## src/rtl/fifo_read_arbiter.sv

```systemverilog
// Round-robin arbiter sharing one FIFO read port among INT_REQ_CNT consumers, bursts of up to INT_BURST_LEN words.
// Latency: grant registered one cycle after request; valid/data/pop are combinational while granted.
// Backpressure: pop only when the granted consumer requests and is ready; FIFO_RD_ARB_WORD_CNT_EN adds o_word_cnt.
module fifo_read_arbiter #(
  parameter int INT_REQ_CNT   = 4,
  parameter int INT_BURST_LEN = 8,
  parameter int INT_DATA_BITS = 32
) (
  input  logic                     rd_clk,
  input  logic                     rd_rst,
  input  logic                     i_fifo_valid,
  input  logic [INT_DATA_BITS-1:0] i_fifo_data,
  output logic                     o_fifo_dready,
  input  logic [INT_REQ_CNT-1:0]   i_req,
  input  logic [INT_REQ_CNT-1:0]   i_cons_dready,
  output logic [INT_REQ_CNT-1:0]   o_cons_valid,
  output logic [INT_DATA_BITS-1:0] o_cons_data,
  output logic [INT_REQ_CNT-1:0]   o_grant,
  output logic                     o_busy
`ifdef FIFO_RD_ARB_WORD_CNT_EN
  ,
  output logic [31:0]              o_word_cnt
`endif
);

  localparam int PTR_W = (INT_REQ_CNT > 1) ? $clog2(INT_REQ_CNT) : 1;
  localparam int CNT_W = (INT_BURST_LEN > 1) ? $clog2(INT_BURST_LEN) : 1;
  localparam logic [CNT_W-1:0] LAST_BEAT = CNT_W'(INT_BURST_LEN - 1);
  localparam logic [PTR_W-1:0] PTR_RST   = PTR_W'(INT_REQ_CNT - 1);

  typedef enum logic {
    ST_IDLE = 1'b0,
    ST_XFER = 1'b1
  } state_t;

  state_t                 state_q;
  logic [INT_REQ_CNT-1:0] grant_q;
  logic                   busy_q;
  logic [CNT_W-1:0]       beat_q;
  logic [PTR_W-1:0]       last_q;

  logic [PTR_W-1:0]       sel_d;
  logic                   sel_vld_d;
  logic [INT_REQ_CNT-1:0] sel_onehot_d;
  logic                   req_g;
  logic                   rdy_g;
  logic                   in_xfer;
  logic                   xfer;

  // Round-robin pick: first requester searching upward from last_q+1 with wrap
  always_comb begin
    sel_d        = last_q;
    sel_vld_d    = 1'b0;
    sel_onehot_d = '0;
    // Walk offsets downward so the smallest offset is the last (winning) assignment
    for (int i = INT_REQ_CNT; i >= 1; i--) begin
      if (i_req[(int'(last_q) + i) % INT_REQ_CNT]) begin
        sel_d     = PTR_W'((int'(last_q) + i) % INT_REQ_CNT);
        sel_vld_d = 1'b1;
      end
    end
    sel_onehot_d[sel_d] = sel_vld_d;
  end

  // During XFER last_q always holds the granted index
  assign req_g   = i_req[last_q];
  assign rdy_g   = i_cons_dready[last_q];
  assign in_xfer = (state_q == ST_XFER) && !rd_rst;

  // Pop only when a word is actually there, so an empty FIFO never sees a strobe
  assign o_fifo_dready = in_xfer & req_g & rdy_g & i_fifo_valid;
  assign xfer          = o_fifo_dready;
  assign o_cons_data   = i_fifo_data;
  assign o_grant       = grant_q;
  assign o_busy        = busy_q;

  // Steer valid to the granted consumer only; grant_q is one-hot in XFER
  always_comb begin
    o_cons_valid = '0;
    if (in_xfer) begin
      o_cons_valid = grant_q & {INT_REQ_CNT{i_fifo_valid & req_g}};
    end
  end

  // Arbitration FSM: grant in IDLE, hold in XFER until burst end or request drop
  always_ff @(posedge rd_clk) begin
    if (rd_rst) begin
      state_q <= ST_IDLE;
      grant_q <= '0;
      busy_q  <= 1'b0;
      beat_q  <= '0;
      last_q  <= PTR_RST;
    end else begin
      case (state_q)
        ST_IDLE: begin
          if (sel_vld_d) begin
            state_q <= ST_XFER;
            grant_q <= sel_onehot_d;
            busy_q  <= 1'b1;
            beat_q  <= '0;
            last_q  <= sel_d;
          end
        end
        ST_XFER: begin
          if (!req_g || (xfer && (beat_q == LAST_BEAT))) begin
            state_q <= ST_IDLE;
            grant_q <= '0;
            busy_q  <= 1'b0;
          end
          if (xfer) begin
            beat_q <= beat_q + CNT_W'(1);
          end
        end
        default: begin
          state_q <= ST_IDLE;
          grant_q <= '0;
          busy_q  <= 1'b0;
        end
      endcase
    end
  end

`ifdef FIFO_RD_ARB_WORD_CNT_EN
  logic [31:0] word_cnt_q;

  // Free-running count of delivered words, wraps naturally
  always_ff @(posedge rd_clk) begin
    if (rd_rst) begin
      word_cnt_q <= '0;
    end else if (xfer) begin
      word_cnt_q <= word_cnt_q + 32'd1;
    end
  end

  assign o_word_cnt = word_cnt_q;
`endif

endmodule

```

## config.mk

```make
export PLATFORM = sky130hd
export DESIGN_NAME = fifo_read_arbiter
export DESIGN_NICKNAME = d
export VERILOG_FILES = /design/src/rtl/fifo_read_arbiter.sv
export SDC_FILE = /design/constraint.sdc
export NUM_CORES = 1
export LEC_CHECK = 0
export BUFFER_PORTS_ARGS = -buffer_cell sky130_fd_sc_hd__buf_2
export CORE_MARGIN = 5
export CORE_UTILIZATION = 39
export CTS_CLUSTER_SIZE = 12
export DETAILED_ROUTE_END_ITERATION = 8
export PLACE_DENSITY = 0.85
export SLEW_MARGIN = 15
export SYNTH_ARGS = -nofsm -noshare
export SYNTH_HDL_FRONTEND = slang
export SYNTH_SLANG_ARGS = --single-unit
```

## constraint.sdc

```tcl
create_clock -name rd_clk -period 2.6 [get_ports rd_clk]
set_input_delay 0.39 -clock rd_clk [delete_from_list [all_inputs] [get_ports rd_clk]]
set_output_delay 0.39 -clock rd_clk [all_outputs]
set_load 0.01 [all_outputs]
```

==> results.json <==
{
  "maxCapViolations": 0,
  "irDropWorstVdd_v": 0.0003568,
  "reg2reg_from": "last_q[0]",
  "setup_violations": 0,
  "core_um2": 2191,
  "ys_seq_area_frac": 0.2472,
  "fmax_mhz": 428.7,
  "crit_path_start_kind": "flip-flop",
  "synth_cells": 99,
  "crit_type": "reg2out",
  "fin_nets": 134,
  "post_cts_buffers": 0,
  "dpl_cell_area_um2": 764.5,
  "hp-class": "in2reg",
  "rsz0062_at_grt": "no",
  "multi_input_area_um2": 386.6,
  "die_w_um": 57.80,
  "r2r_cells": 4,
  "worst_slew_margin_rel": 0.6781,
  "crit_required_ns": 2.21,
  "cts_tree": "done",
  "worst_setup_path_end_kind": "primary output",
  "antenna_found_initial": 0,
  "finClkSkew_ns": 0.001578,
  "rows": 17,
  "clkTransAtPathRegs_ns": 0.07,
  "grt_pass1_vias": 630,
  "vias": 616,
  "ff_latch_area_um2": 220.2,
  "area_growth_pct": -11.24,
  "drt_iter0_drc": 10,
  "grt_overflow": 0,
  "diodes": 0,
  "finalCritPeriodShare": 0.8972,
  "cp.arrival_ns": 1.94,
  "cts_resized": 0,
  "die-area_um2": 3340,
  "hp-start": "rd_rst",
  "hold_buffers": 0,
  "combPwrFrac": 0.259,
  "finalCriticalPeriod_ns": 2.333,
  "worst_slew_pin_slew_ns": 0.4784,
  "critPathLaunch": "last_q[0]",
  "grt_max_degree": 11,
  "power_density_nw_per_um2": 539.6,
  "hold_viol": 0,
  "fillerInstances": 230,
  "syn_area_um2": 890.9,
  "cts_max_path_buffers": 2,
  "hold_depth": 2,
  "ys_seq_elements": 11,
  "p_int_w": 0.0002983,
  "dr.pass1.iters": 4,
  "yosys.cell_types.count": 30,
  "netSwitchingFraction": 0.3008,
  "initial_core_util": 0.4066,
  "insertion_delay_ns": 0.26,
  "slowest_delay_ns": 0.57,
  "numCtsBuffers": 3,
  "wl_per_cell_um": 14.16,
  "fp.dieH_um": 57.80,
  "p_leak_nw": 0.3970,
  "worstPathMaxFanout": 7,
  "drc": 0,
  "cts_root_buffer": "clkbuf_4",
  "numPortBuffers": 20,
  "postSynthNetCount": 144,
  "crit_path_top_delay_cell": "mux4_2",
  "finalMaxSlewViolations": 0,
  "drt_wl_total_um": 1643,
  "seqPwrFrac": 0.473,
  "gp_congestion": 0.7576,
  "outcome": "finished clean",
  "grtUsageTotal": 0.09913,
  "io_pins": 85,
  "switchingPower_w": 0.0001283,
  "drive_above_1_share": 0.3182,
  "pwr-share-clk": 0.268,
  "synth_area_per_cell_um2": 8.999,
  "cts_htree_levels": 1,
  "viasPerCell": 5.310,
  "ys_warn_count": 0,
  "antenna_left": 0,
  "dpl.hpwl_um": 1331,
  "grt_pass1_wl_um": 2684,
  "cts_sinks": 11,
  "worstPathCellList": "mux4_2 -> and4_1 -> nand2_1 -> inv_1 -> buf_2",
  "tns_ns": 0,
  "design_area_um2": 790.8
}
## sequential cells by signal, indices dropped and copies added (netlist names)
name and count:
state_q 1, last_q 2, beat_q 3, o_busy 1, o_grant 4
## cells by family (layout without fill, tap and decap cells)
group                    Yosys count  in the layout  synth area share
multiplexers                       6              6           0.09550
AND/OR/NAND/NOR                   26             26            0.1784
adder cells (fa/ha/maj)            2              2           0.02809
flip-flops                        11             11            0.2472
buffers and inverters             41             30            0.3188
AO/OA/AOI/OAI                     13             13            0.1320
## final cells by class
type / count / area share
Sequential cell: 11 / 0.2785
Tap cell: 28 / 0.04430
Clock buffer: 4 / 0.03323
Inverter: 6 / 0.02848
Multi-Input combinational cell: 47 / 0.4889
Timing Repair Buffer: 20 / 0.1266
## metal layers
metal | part of all wire | global-route usage | routed length (µm)
met1 | 0.46 | 0.1154 | 753
met2 | 0.40 | 0.1565 | 652
met3 | 0.12 | 0.05568 | 203
met4 | 0.021 | 0.02649 | 34
met5 | 0 | 0 | 0
## per-stage QoR
step	power, W	hold WS (ns)	util	instances	setup WS, ns
6_report	0.0004267	0.3811	0.3609	116	0.2674
5_1_grt	0.0004561	0.3875	0.3609	116	0.1452
4_1_cts	0.0004300	0.3835	0.3609	116	0.2488
3_5_place_dp	0.0003167	0.4730	0.3489	112	0.5383
3_3_place_gp	0.0003117	0.4537	0.3489	112	0.5739
2_1_floorplan	0.0003376	0.4399	-	99	0.8072
## cells in the final DEF, fill, tap and decap left out, types with 2 or more instances in the layout
cell type,n
dfxtp_1,11
inv_1,6
a21oi_1,2
mux4_2,2
nand2_1,3
clkbuf_4,3
buf_2,20
nor2_1,4
mux2i_1,4
and2_1,4
a32o_1,4
nand3_1,3
o211ai_1,2
ha_1,2
nand2b_1,2
nor3_1,2
## final timing paths
kind | end | slack (ns)
worst max-delay path | o_fifo_dready | 0.27
worst min-delay path | state_q | 0.38
worst max register to register | o_grant[3] | 0.83
worst min register to register | beat_q[1] | 0.48
## power groups by stage
stage	Combinational, W	Clock (W)	Sequential (W)
floorplan	0.000139	0	0.000199
global placement	0.000108	0	0.000204
detailed placement	0.000111	0	0.000206
CTS	0.000112	0.000116	0.000202
global route	0.000123	0.000128	0.000205
finish	0.000111	0.000114	0.000202
## Yosys cell counts, drive strengths merged
cell type  instances  area [µm²]
and4               1       8.760
and4b              1       10.01
nor3b              1       7.510
mux4               2       45.04
inv                6       22.52
buf               35       261.5
nand3              3       15.01
or2                1       6.260
and3b              1       8.760
a21oi              2       10.01
a2bb2o             1       20.02
nand2b             2       12.51
nor2               4       15.01
a211o              1       8.760
a32o               4       40.04
ha                 2       25.02
nor4               1       6.260
nor3               3       26.28
and2               4       25.02
mux2i              4       40.04
nand2              3       11.26
o31ai              1       7.510
dfxtp             11       220.2
a211oi             1       7.510
o211ai             2       15.01
or3                1       6.260
o31a               1       8.760
## critical path: cells and delay by family (launching register included)
kind / cells / cell delay [ns]
multiplexers: 1 / 0.57
flip-flops: 1 / 0.48
AND/OR/NAND/NOR: 2 / 0.45
buffers and inverters: 2 / 0.18
Note: power is estimated with default switching activity, not from simulation.
